File: src/rtl/fetch_pkg.sv
// -----------------------------------------------------------------------------
// fetch_pkg
// Shared types and constants for the RV32I fetch stage.
//   state_e       : fetch controller FSM states
//   NOP_INSTR     : canonical RV32I NOP (addi x0, x0, 0), shown on an empty head
//   fetch_entry_t : one buffered fetch result {pc, instr}
// -----------------------------------------------------------------------------
package fetch_pkg;

   typedef enum logic [1:0] {
      BOOT  = 2'd0,
      IDLE  = 2'd1,
      BUSY  = 2'd2,
      DRAIN = 2'd3
   } state_e;

   localparam logic [31:0] NOP_INSTR = 32'h0000_0013;

   typedef struct packed {
      logic [31:0] pc;
      logic [31:0] instr;
   } fetch_entry_t;

endpackage

File: src/rtl/fetch_buf.sv
// -----------------------------------------------------------------------------
// fetch_buf
// Two-entry FIFO of fetch entries. Entry 0 is always the head, so the head
// outputs come straight from flops with no read-pointer mux.
// Ports:
//   clk, rst    : clock, asynchronous active-low reset
//   push        : write push_entry this cycle
//   push_entry  : {pc, instr} to store
//   pop         : consume the head this cycle
//   flush       : empty the FIFO; wins over push and pop
//   head        : current head entry (meaningful when count != 0)
//   count       : registered occupancy, 0..2
// -----------------------------------------------------------------------------
module fetch_buf
   import fetch_pkg::*;
(
   input  logic         clk,
   input  logic         rst,
   input  logic         push,
   input  fetch_entry_t push_entry,
   input  logic         pop,
   input  logic         flush,
   output fetch_entry_t head,
   output logic [1:0]   count
);

   localparam fetch_entry_t RESET_ENTRY = '{pc: 32'h0000_0000, instr: NOP_INSTR};

   fetch_entry_t ent0;
   fetch_entry_t ent1;
   logic [1:0]   cnt;
   logic         do_push;
   logic         do_pop;

   // Popping an empty FIFO is a no-op; a push into a full FIFO is only
   // accepted when a pop frees a slot in the same cycle.
   assign do_pop  = pop && (cnt != 2'd0);
   assign do_push = push && ((cnt != 2'd2) || do_pop);

   // NOTE: both storage slots are reset (not just the count) because entry 0
   // drives if_pc/if_instr directly and must show {0, NOP} out of reset.
   // NOTE: state updates use non-blocking assignments so every flop samples
   // the pre-edge values; ent0 <= ent1 below relies on that.
   always_ff @(posedge clk or negedge rst) begin
      if (!rst) begin
         ent0 <= RESET_ENTRY;
         ent1 <= RESET_ENTRY;
         cnt  <= 2'd0;
      end else if (flush) begin
         cnt <= 2'd0;
      end else begin
         case ({do_push, do_pop})
            2'b10: begin
               if (cnt == 2'd0) ent0 <= push_entry;
               else             ent1 <= push_entry;
               cnt <= cnt + 2'd1;
            end
            2'b01: begin
               ent0 <= ent1;
               cnt  <= cnt - 2'd1;
            end
            2'b11: begin
               // Occupancy unchanged; the new entry lands behind the survivor.
               if (cnt == 2'd1) begin
                  ent0 <= push_entry;
               end else begin
                  ent0 <= ent1;
                  ent1 <= push_entry;
               end
            end
            default: ;
         endcase
      end
   end

   assign head  = ent0;
   assign count = cnt;

endmodule

File: src/rtl/fetch_ctrl.sv
// -----------------------------------------------------------------------------
// fetch_ctrl
// RV32I fetch-stage PC sequencer and instruction-memory handshake controller.
// Owns the fetch PC, issues one outstanding word request at a time, buffers
// results in a 2-entry FIFO, and applies MEM-stage redirects (including those
// that arrive while a request is still in flight).
// Parameters:
//   RESET_PC        : first fetch address after reset (word aligned)
// Ports:
//   clk, rst        : clock, asynchronous active-low reset
//   redirect_valid  : one-cycle redirect strobe from MEM
//   redirect_pc     : redirect target; bits [1:0] ignored
//   imem_req        : request to instruction memory (BUSY/DRAIN)
//   imem_addr       : word-aligned request address, stable until ack
//   imem_ack        : request done, imem_rdata valid this cycle
//   imem_rdata      : instruction word
//   if_valid        : head of the fetch buffer is valid
//   if_ready        : decode takes the head when if_valid & if_ready
//   if_pc, if_instr : head PC and instruction
// -----------------------------------------------------------------------------
module fetch_ctrl
   import fetch_pkg::*;
#(
   parameter logic [31:0] RESET_PC = 32'h0000_0000
) (
   input  logic        clk,
   input  logic        rst,
   input  logic        redirect_valid,
   input  logic [31:0] redirect_pc,
   output logic        imem_req,
   output logic [31:0] imem_addr,
   input  logic        imem_ack,
   input  logic [31:0] imem_rdata,
   output logic        if_valid,
   input  logic        if_ready,
   output logic [31:0] if_pc,
   output logic [31:0] if_instr
);

   state_e       state;
   state_e       state_nxt;
   logic [31:0]  pc;
   logic [31:0]  pc_nxt;
   logic [31:0]  hold_addr;
   logic [31:0]  hold_nxt;
   logic [31:0]  target;
   logic         push;
   logic         pop;
   logic [1:0]   count;
   logic [2:0]   occ_after;
   fetch_entry_t head;
   fetch_entry_t push_entry;

   assign target     = redirect_pc & ~32'h0000_0003;
   assign pop        = if_valid && if_ready;
   // Data returning in a redirect cycle belongs to the wrong path.
   assign push       = (state == BUSY) && imem_ack && !redirect_valid;
   assign push_entry = '{pc: pc, instr: imem_rdata};
   assign occ_after  = {1'b0, count} + {2'b00, push} - {2'b00, pop};

   // NOTE: every always_comb output gets a default first so no path leaves a
   // signal unassigned (which would infer a latch).
   always_comb begin
      state_nxt = state;
      pc_nxt    = pc;
      hold_nxt  = hold_addr;
      case (state)
         BOOT: begin
            state_nxt = BUSY;
            pc_nxt    = redirect_valid ? target : RESET_PC;
         end
         IDLE: begin
            if (redirect_valid) begin
               // The flush empties the buffer, so fetching can resume at once.
               pc_nxt    = target;
               state_nxt = BUSY;
            end else if (count <= 2'd1) begin
               state_nxt = BUSY;
            end
         end
         BUSY: begin
            if (redirect_valid) begin
               pc_nxt = target;
               if (!imem_ack) begin
                  // The old request must finish at its original address.
                  hold_nxt  = pc;
                  state_nxt = DRAIN;
               end
            end else if (imem_ack) begin
               pc_nxt    = pc + 32'd4;
               state_nxt = (occ_after <= 3'd1) ? BUSY : IDLE;
            end
         end
         DRAIN: begin
            if (redirect_valid) pc_nxt = target;
            if (imem_ack)       state_nxt = BUSY;
         end
         default: state_nxt = BOOT;
      endcase
   end

   always_ff @(posedge clk or negedge rst) begin
      if (!rst) begin
         state     <= BOOT;
         pc        <= RESET_PC;
         hold_addr <= RESET_PC;
      end else begin
         state     <= state_nxt;
         pc        <= pc_nxt;
         hold_addr <= hold_nxt;
      end
   end

   // Request outputs depend only on registered state: no path from imem_ack
   // or if_ready reaches imem_req/imem_addr within a cycle.
   assign imem_req  = (state == BUSY) || (state == DRAIN);
   assign imem_addr = (state == DRAIN) ? hold_addr : pc;

   fetch_buf u_buf (
      .clk        (clk),
      .rst        (rst),
      .push       (push),
      .push_entry (push_entry),
      .pop        (pop),
      .flush      (redirect_valid),
      .head       (head),
      .count      (count)
   );

   assign if_valid = (count != 2'd0);
   assign if_pc    = head.pc;
   assign if_instr = head.instr;

endmodule

File: config.mk
export PLATFORM = sky130hd
export DESIGN_NAME = fetch_ctrl
export DESIGN_NICKNAME = d
export VERILOG_FILES = /design/src/rtl/fetch_pkg.sv /design/src/rtl/fetch_buf.sv /design/src/rtl/fetch_ctrl.sv
export SDC_FILE = /design/constraint.sdc
export NUM_CORES = 1
export LEC_CHECK = 0
export ABC_CLOCK_PERIOD_IN_PS = 6700
export CELL_PAD_IN_SITES_DETAIL_PLACEMENT = 1
export CELL_PAD_IN_SITES_GLOBAL_PLACEMENT = 1
export CORE_MARGIN = 2
export CORE_UTILIZATION = 40
export CTS_BUF_LIST = sky130_fd_sc_hd__clkbuf_4 sky130_fd_sc_hd__clkbuf_8 sky130_fd_sc_hd__clkbuf_16
export CTS_CLUSTER_SIZE = 25
export DETAILED_ROUTE_END_ITERATION = 16
export GPL_ROUTABILITY_DRIVEN = 0
export PLACE_DENSITY = 0.84
export SLEW_MARGIN = 0
export SYNTH_ARGS = -nofsm -noshare
export SYNTH_HDL_FRONTEND = slang
export SYNTH_SLANG_ARGS = --single-unit
File: constraint.sdc
create_clock -name clk -period 6.7 [get_ports clk]
set_input_delay 1.34 -clock clk [delete_from_list [all_inputs] [get_ports clk]]
set_output_delay 1.34 -clock clk [all_outputs]
set_load 0.02 [all_outputs]
## Yosys cells after proc, flatten, opt, wreduce, memory -nomap -nowiden

Index checks and enable logic that the tools add are counted.

| cells by class | value |
|---|---|
| add/subtract/negate cells | 5 |
| $lt $le $gt $ge | 2 |
| equal/unequal tests | 16 |
| multiplexer cells | 22 |
| bitwise logic cells | 2 |
| reduce and logical (&&, ||, !) cells | 20 |

Operators with widths:

| kind | count |
|---|---|
| $mux W64 | 4 |
| $pmux W64 S3 | 1 |
| $mux W32 | 5 |
| $pmux W64 S2 | 1 |
| $pmux W32 S3 | 1 |
| $add A32 B3 Y32 const B | 1 |
| $mux W2 | 8 |
| $ne A3 B3 Y1 const B | 3 |
| $eq A2 B2 Y1 const B | 4 |
| $ne A2 B2 Y1 const B | 4 |
| $pmux W2 S4 | 1 |
| $reduce_and A4 Y1 | 2 |
| $eq A2 B1 Y1 const B | 3 |
| $reduce_and A3 Y1 | 2 |
| $reduce_bool A3 Y1 | 2 |
| $logic_and A1 B1 Y1 | 5 |
| $logic_not A2 Y1 | 2 |
| $ne A2 B1 Y1 const B | 2 |
| $pmux W2 S2 | 1 |
| $reduce_bool A2 Y1 | 2 |
| $add A2 B1 Y3 | 1 |
| $le A3 B1 Y1 const B | 1 |
| $sub A3 B1 Y3 | 1 |
| $add A2 B1 Y2 const B | 1 |
| other kinds (7) | 9 |

| storage, ports and cells | value |
|---|---|
| bits in registers | 196 |
| output and inout bits | 98 |
| word-level logic and storage cells | 75 |

## Depth between registers and ports, before layout

| logic depth | value |
|---|---|
| depth in word-level cells | 10 |
| depth in mapped cells | 13 |
| mapped depth without buffers | 12 |

## Modules after synthesis

A second synthesis with hierarchy kept.

| unflattened totals | value |
|---|---|
| cells, all modules | 794 |
| area, all modules | 9243.9 µm² |

By module, submodules not included:

| module | instances | cells an instance | area an instance (µm²) | seq. area each (µm²) |
|---|---|---|---|---|
| fetch_buf | 1 | 436 | 5599.1 | 3260.6 |
| fetch_ctrl | 1 | 358 | 3644.7 | 1551.5 |

## Least setup slack after synthesis

OpenSTA, ideal clock, no wires.

| path | value |
|---|---|
| path type | input -> register |
| from | input port if_ready |
| to | register state[0] |
| setup time | 83 ps |
| data arrival time | 3051 ps |
| data required time | 6617 ps |
| slack | 3566 ps |
| stages | 11 |
| cell sequence | nor2b_1 -> clkbuf_1 -> ha_1 -> inv_1 -> ha_1 -> inv_1 -> fa_1 -> xnor2_1 -> a211oi_1 -> a21oi_1 -> o21ai_0 |

| between the ends | value |
|---|---|
| cells in the longest elaborated chain, start to end | 7 |

Ends and longest elaborated chain:

| item | line | text |
|---|---|---|
| start: declaration | fetch_ctrl.sv:35 | `input logic if_ready,` |
| $logic_and A1 B1 Y1 | fetch_ctrl.sv:55 | `assign pop = if_valid && if_ready;` |
| $sub A3 B1 Y3 | fetch_ctrl.sv:59 | `assign occ_after = {1'b0, count} + {2'b00, push} - {2'b00, pop};` |
| $le A3 B1 Y1 | fetch_ctrl.sv:91 | `state_nxt = (occ_after <= 3'd1) ? BUSY : IDLE;` |
| $mux W2 | fetch_ctrl.sv:91 |  |
| $mux W2 | fetch_ctrl.sv:89 | `end else if (imem_ack) begin` |
| $mux W2 | fetch_ctrl.sv:82 | `if (redirect_valid) begin` |
| $pmux W2 S4 | fetch_ctrl.sv:67 | `case (state)` |
| end signal: assignment | fetch_ctrl.sv:108 | `state <= state_nxt;` |
| end: declaration | fetch_ctrl.sv:40 | `state_e state;` |

No other way between the ends. The select of a mux whose other input is x is not followed.
A chain may end at the register's enable or synchronous reset.

## Worst setup path in the final report

| path | value |
|---|---|
| from | input port imem_ack |
| to | register state[0] |

| between the ends | value |
|---|---|
| cells in the longest elaborated chain, start to end | 9 |

Ends and longest elaborated chain:

| item | line | text |
|---|---|---|
| start: declaration | fetch_ctrl.sv:32 | `input logic imem_ack,` |
| $logic_and A1 B1 Y1 (2 in a row) | fetch_ctrl.sv:57 | `assign push = (state == BUSY) && imem_ack && !redirect_valid;` |
| $add A2 B1 Y3 | fetch_ctrl.sv:59 |  |
| $sub A3 B1 Y3 | fetch_ctrl.sv:59 |  |
| $le A3 B1 Y1 | fetch_ctrl.sv:91 |  |
| $mux W2 | fetch_ctrl.sv:91 |  |
| $mux W2 | fetch_ctrl.sv:89 |  |
| $mux W2 | fetch_ctrl.sv:82 |  |
| $pmux W2 S4 | fetch_ctrl.sv:67 |  |

Several ways; a longest one is shown, not always the timed one. The select of a mux whose other input is x is not followed.

==> results.toml <==
[outcome]
status = "finished clean"

[grt]
use_met1_pct = 28.97
overflow = 0
grt-busiest-layer = "met2"
grt_pass1_vias = 7142
grt_max_degree = 86
use_met2_pct = 33.74
grt_pass1_wl_um = 39280
grtUsageTotal_pct = 20.78
met3_usage_pct = 3.026
antenna_found_initial = 0

[sta]
setup_tns_ps = 0
relSlewSlack_pct = 30.37
hold_viol = 0
period_minus_slack_ps = 4354
slew_viol_final = 0
setup_ws_ps = 2346
worst_slew_pin_slew_ps = 1042
clock_skew_ps = 13.15
fin_crit_sh_pct = 64.98
rsz0062_at_grt = "false"
finalSetupViolations = 0
fmax_ghz = 0.2297
fin_hold_ws_ps = 477.8

[clock_network]
cts_root_buf = "clkbuf_16"
holdBufCountCts = 0
post-cts-setup-buffers = 0
numClockSinks = 188
worstSkewPairLatency_ps = 430
cts_tree = "done"
htree_levels = 4
cts_buffers = 17
clockBufferDepth = 2
path_clk_slew_ps = 80
cts_resized = 0

[pwr]
vdd_drop_max_mv = 0.1780
power_frac_seq_pct = 36.9
comb_power_share_pct = 43.3
p_sw_w = 0.002090
p_sw_share_pct = 37.61
intPower_w = 0.003466
p_per_area_nw_per_um2 = 485.2
leakagePower_nw = 4.746
power_frac_clock_pct = 19.8

[worst_setup_path]
crit_fanout = 16
path_buf_inv = 3
critPathCaptureType = "flip-flop"
slowest_delay_ps = 780
r2r_slack_ps = 3240
worst_r2r_endpoint = "u_buf.head[14]"
cp_data_required_time_ps = 7050
critPathKind = "in2reg"
crit_family = "buffers and inverters"
critPathLaunchType = "input port"
r2r_cells = 6
r2r-start = "state[0]"
cp_cell_sequence = "clkdlybuf4s50_1, nand4bb_1, inv_2, ha_1, inv_1, fa_1, xnor2_1, a211oi_1, a21oi_1, o21ai_0"
crit_slowest_cell = "nand4bb_1"
worst_ep_arrival_time_ps = 4710
crit_start = "imem_ack"

[die]
rows = 55
dieArea_um2 = 23950
die_h_um = 154.8
die_w_um = 154.8
core_area_um2 = 22500
ios = 167
initial_core_util_pct = 40.40

[synthesis]
postSynthCellCount = 812
syn_area_per_cell_um2 = 11.20
ys_types = 57
ys_warn_count = 0
synth_edf_count = 0
synth_top_cell_area_share_pct = 50.10
async_flop_share_pct = 100.0
synth_area_um2 = 9091
synth_seq_area_share_pct = 51.83
yosysTopAreaCell = "dfrtp_1"
synthFlopType = "dfrtp_1"
netlist_top_cells_area = "dfrtp_1, mux2_2, mux2i_1"
ys_seq_elements = 188

[layout]
area_delta_synth_final_pct = 25.96
multiInputGateArea_um2 = 4013
num_antenna_cells = 0
design_area_um2 = 11450
fillers = 2382
post-route-util_pct = 50.89
final_common_cell = "dfrtp_1"
drive_above_1_share_pct = 18.99
ff_latch_area_um2 = 4712
mostFrequentLayoutCells = "dfrtp_1, clkdlybuf4s50_1, mux2_2"
final_nets = 1011

[min_path]
hold_path_depth = 2
hp-start = "u_buf.head[13]"
hold_class = "reg2reg"
hold_end = "u_buf.head[13]"

[detailed_routing]
routed_wl_um = 24140
dr.pass1.iters = 4
drt_iter0_drc = 390
wl_per_cell_um = 19.57
num_vias = 6663
vias_per_cell = 5.404
drc = 0
ant_nets = 0

[place]
place_area_um2 = 10820
dpl.hpwl_um = 16550
portBuffers = 160
post-place-ws_ps = 1950

[job]
drv_cap = 0
routing by layer:
metal / part of all wire [%] / vias up / wire [um]
li1: - / 3106 / -
met1: 47 / 3366 / 11380
met2: 48 / 164 / 11500
met3: 3.6 / 27 / 860
met4: 1.6 / 0 / 394
met5: 0 / - / 0
power groups by stage:
stage / Clock [W] / Sequential (W) / Combinational, W
2_1_floorplan: 0 / 0.00209 / 0.00140
3_3_place_gp: 0 / 0.00202 / 0.00235
3_5_place_dp: 0 / 0.00207 / 0.00243
4_1_cts: 0.00113 / 0.00205 / 0.00244
5_1_grt: 0.00117 / 0.00213 / 0.00261
6_report: 0.00110 / 0.00205 / 0.00241
cells by family after synthesis:
logic type | after synthesis | synth area share (%)
XOR/XNOR | 9 | 0.8671
flip-flops | 188 | 51.83
AO/OA/AOI/OAI | 157 | 10.07
multiplexers | 188 | 22.42
AND/OR/NAND/NOR | 181 | 9.263
other | 1 | 0.04125
buffers and inverters | 81 | 4.459
adder cells (fa/ha/maj) | 7 | 1.046
registers in the layout, indices dropped and copies added (netlist names):
register / count
u_buf.head: 62
state: 2
hold_addr: 30
pc: 30
u_buf.ent1: 62
u_buf.count: 2
synth_stat cells, types with 10 or more instances:
| library cell | count |
|---|---|
| inv_1 | 10 |
| mux2_2 | 119 |
| mux2i_1 | 63 |
| o21ai_1 | 10 |
| nand3_1 | 12 |
| nor3_1 | 12 |
| buf_4 | 10 |
| dfrtp_1 | 182 |
| nor2_1 | 23 |
| nand4_1 | 10 |
| nand2_1 | 89 |
| o21ai_0 | 79 |
| a21oi_1 | 29 |
| clkbuf_1 | 42 |
tightest hold or removal path, cell delays in order, from the launching register on:
cell     delay [ps]
dfrtp_1         340
nand2_1          50
o21ai_0          60
area by class of cell:
| class | instances | area share, % |
|---|---|---|
| multi-input cells | 546 | 35.04 |
| flip-flops and latches | 188 | 41.15 |
| clock inverters | 15 | 1.814 |
| inverters | 11 | 0.3606 |
| repair buffers | 171 | 14.81 |
| clock buffers | 17 | 3.715 |
| well taps | 285 | 3.114 |
worst max path at each step:
stage,end,slack [ps],depth (start not counted)
floorplan,state[0],3570,11
global placement,u_buf.head[50],2020,7
detailed placement,state[0],1950,10
CTS,state[0],2370,10
global route,state[0],2100,10
finish,state[0],2350,10
stage by stage:
stage | power, W | instances
after floorplan | 0.003496 | 815
after global placement | 0.004374 | 1201
after detailed placement | 0.004503 | 1201
after CTS | 0.005622 | 1233
after global routing | 0.005916 | 1233
final | 0.005556 | 1233
Note: power is estimated with default switching activity, not from simulation.
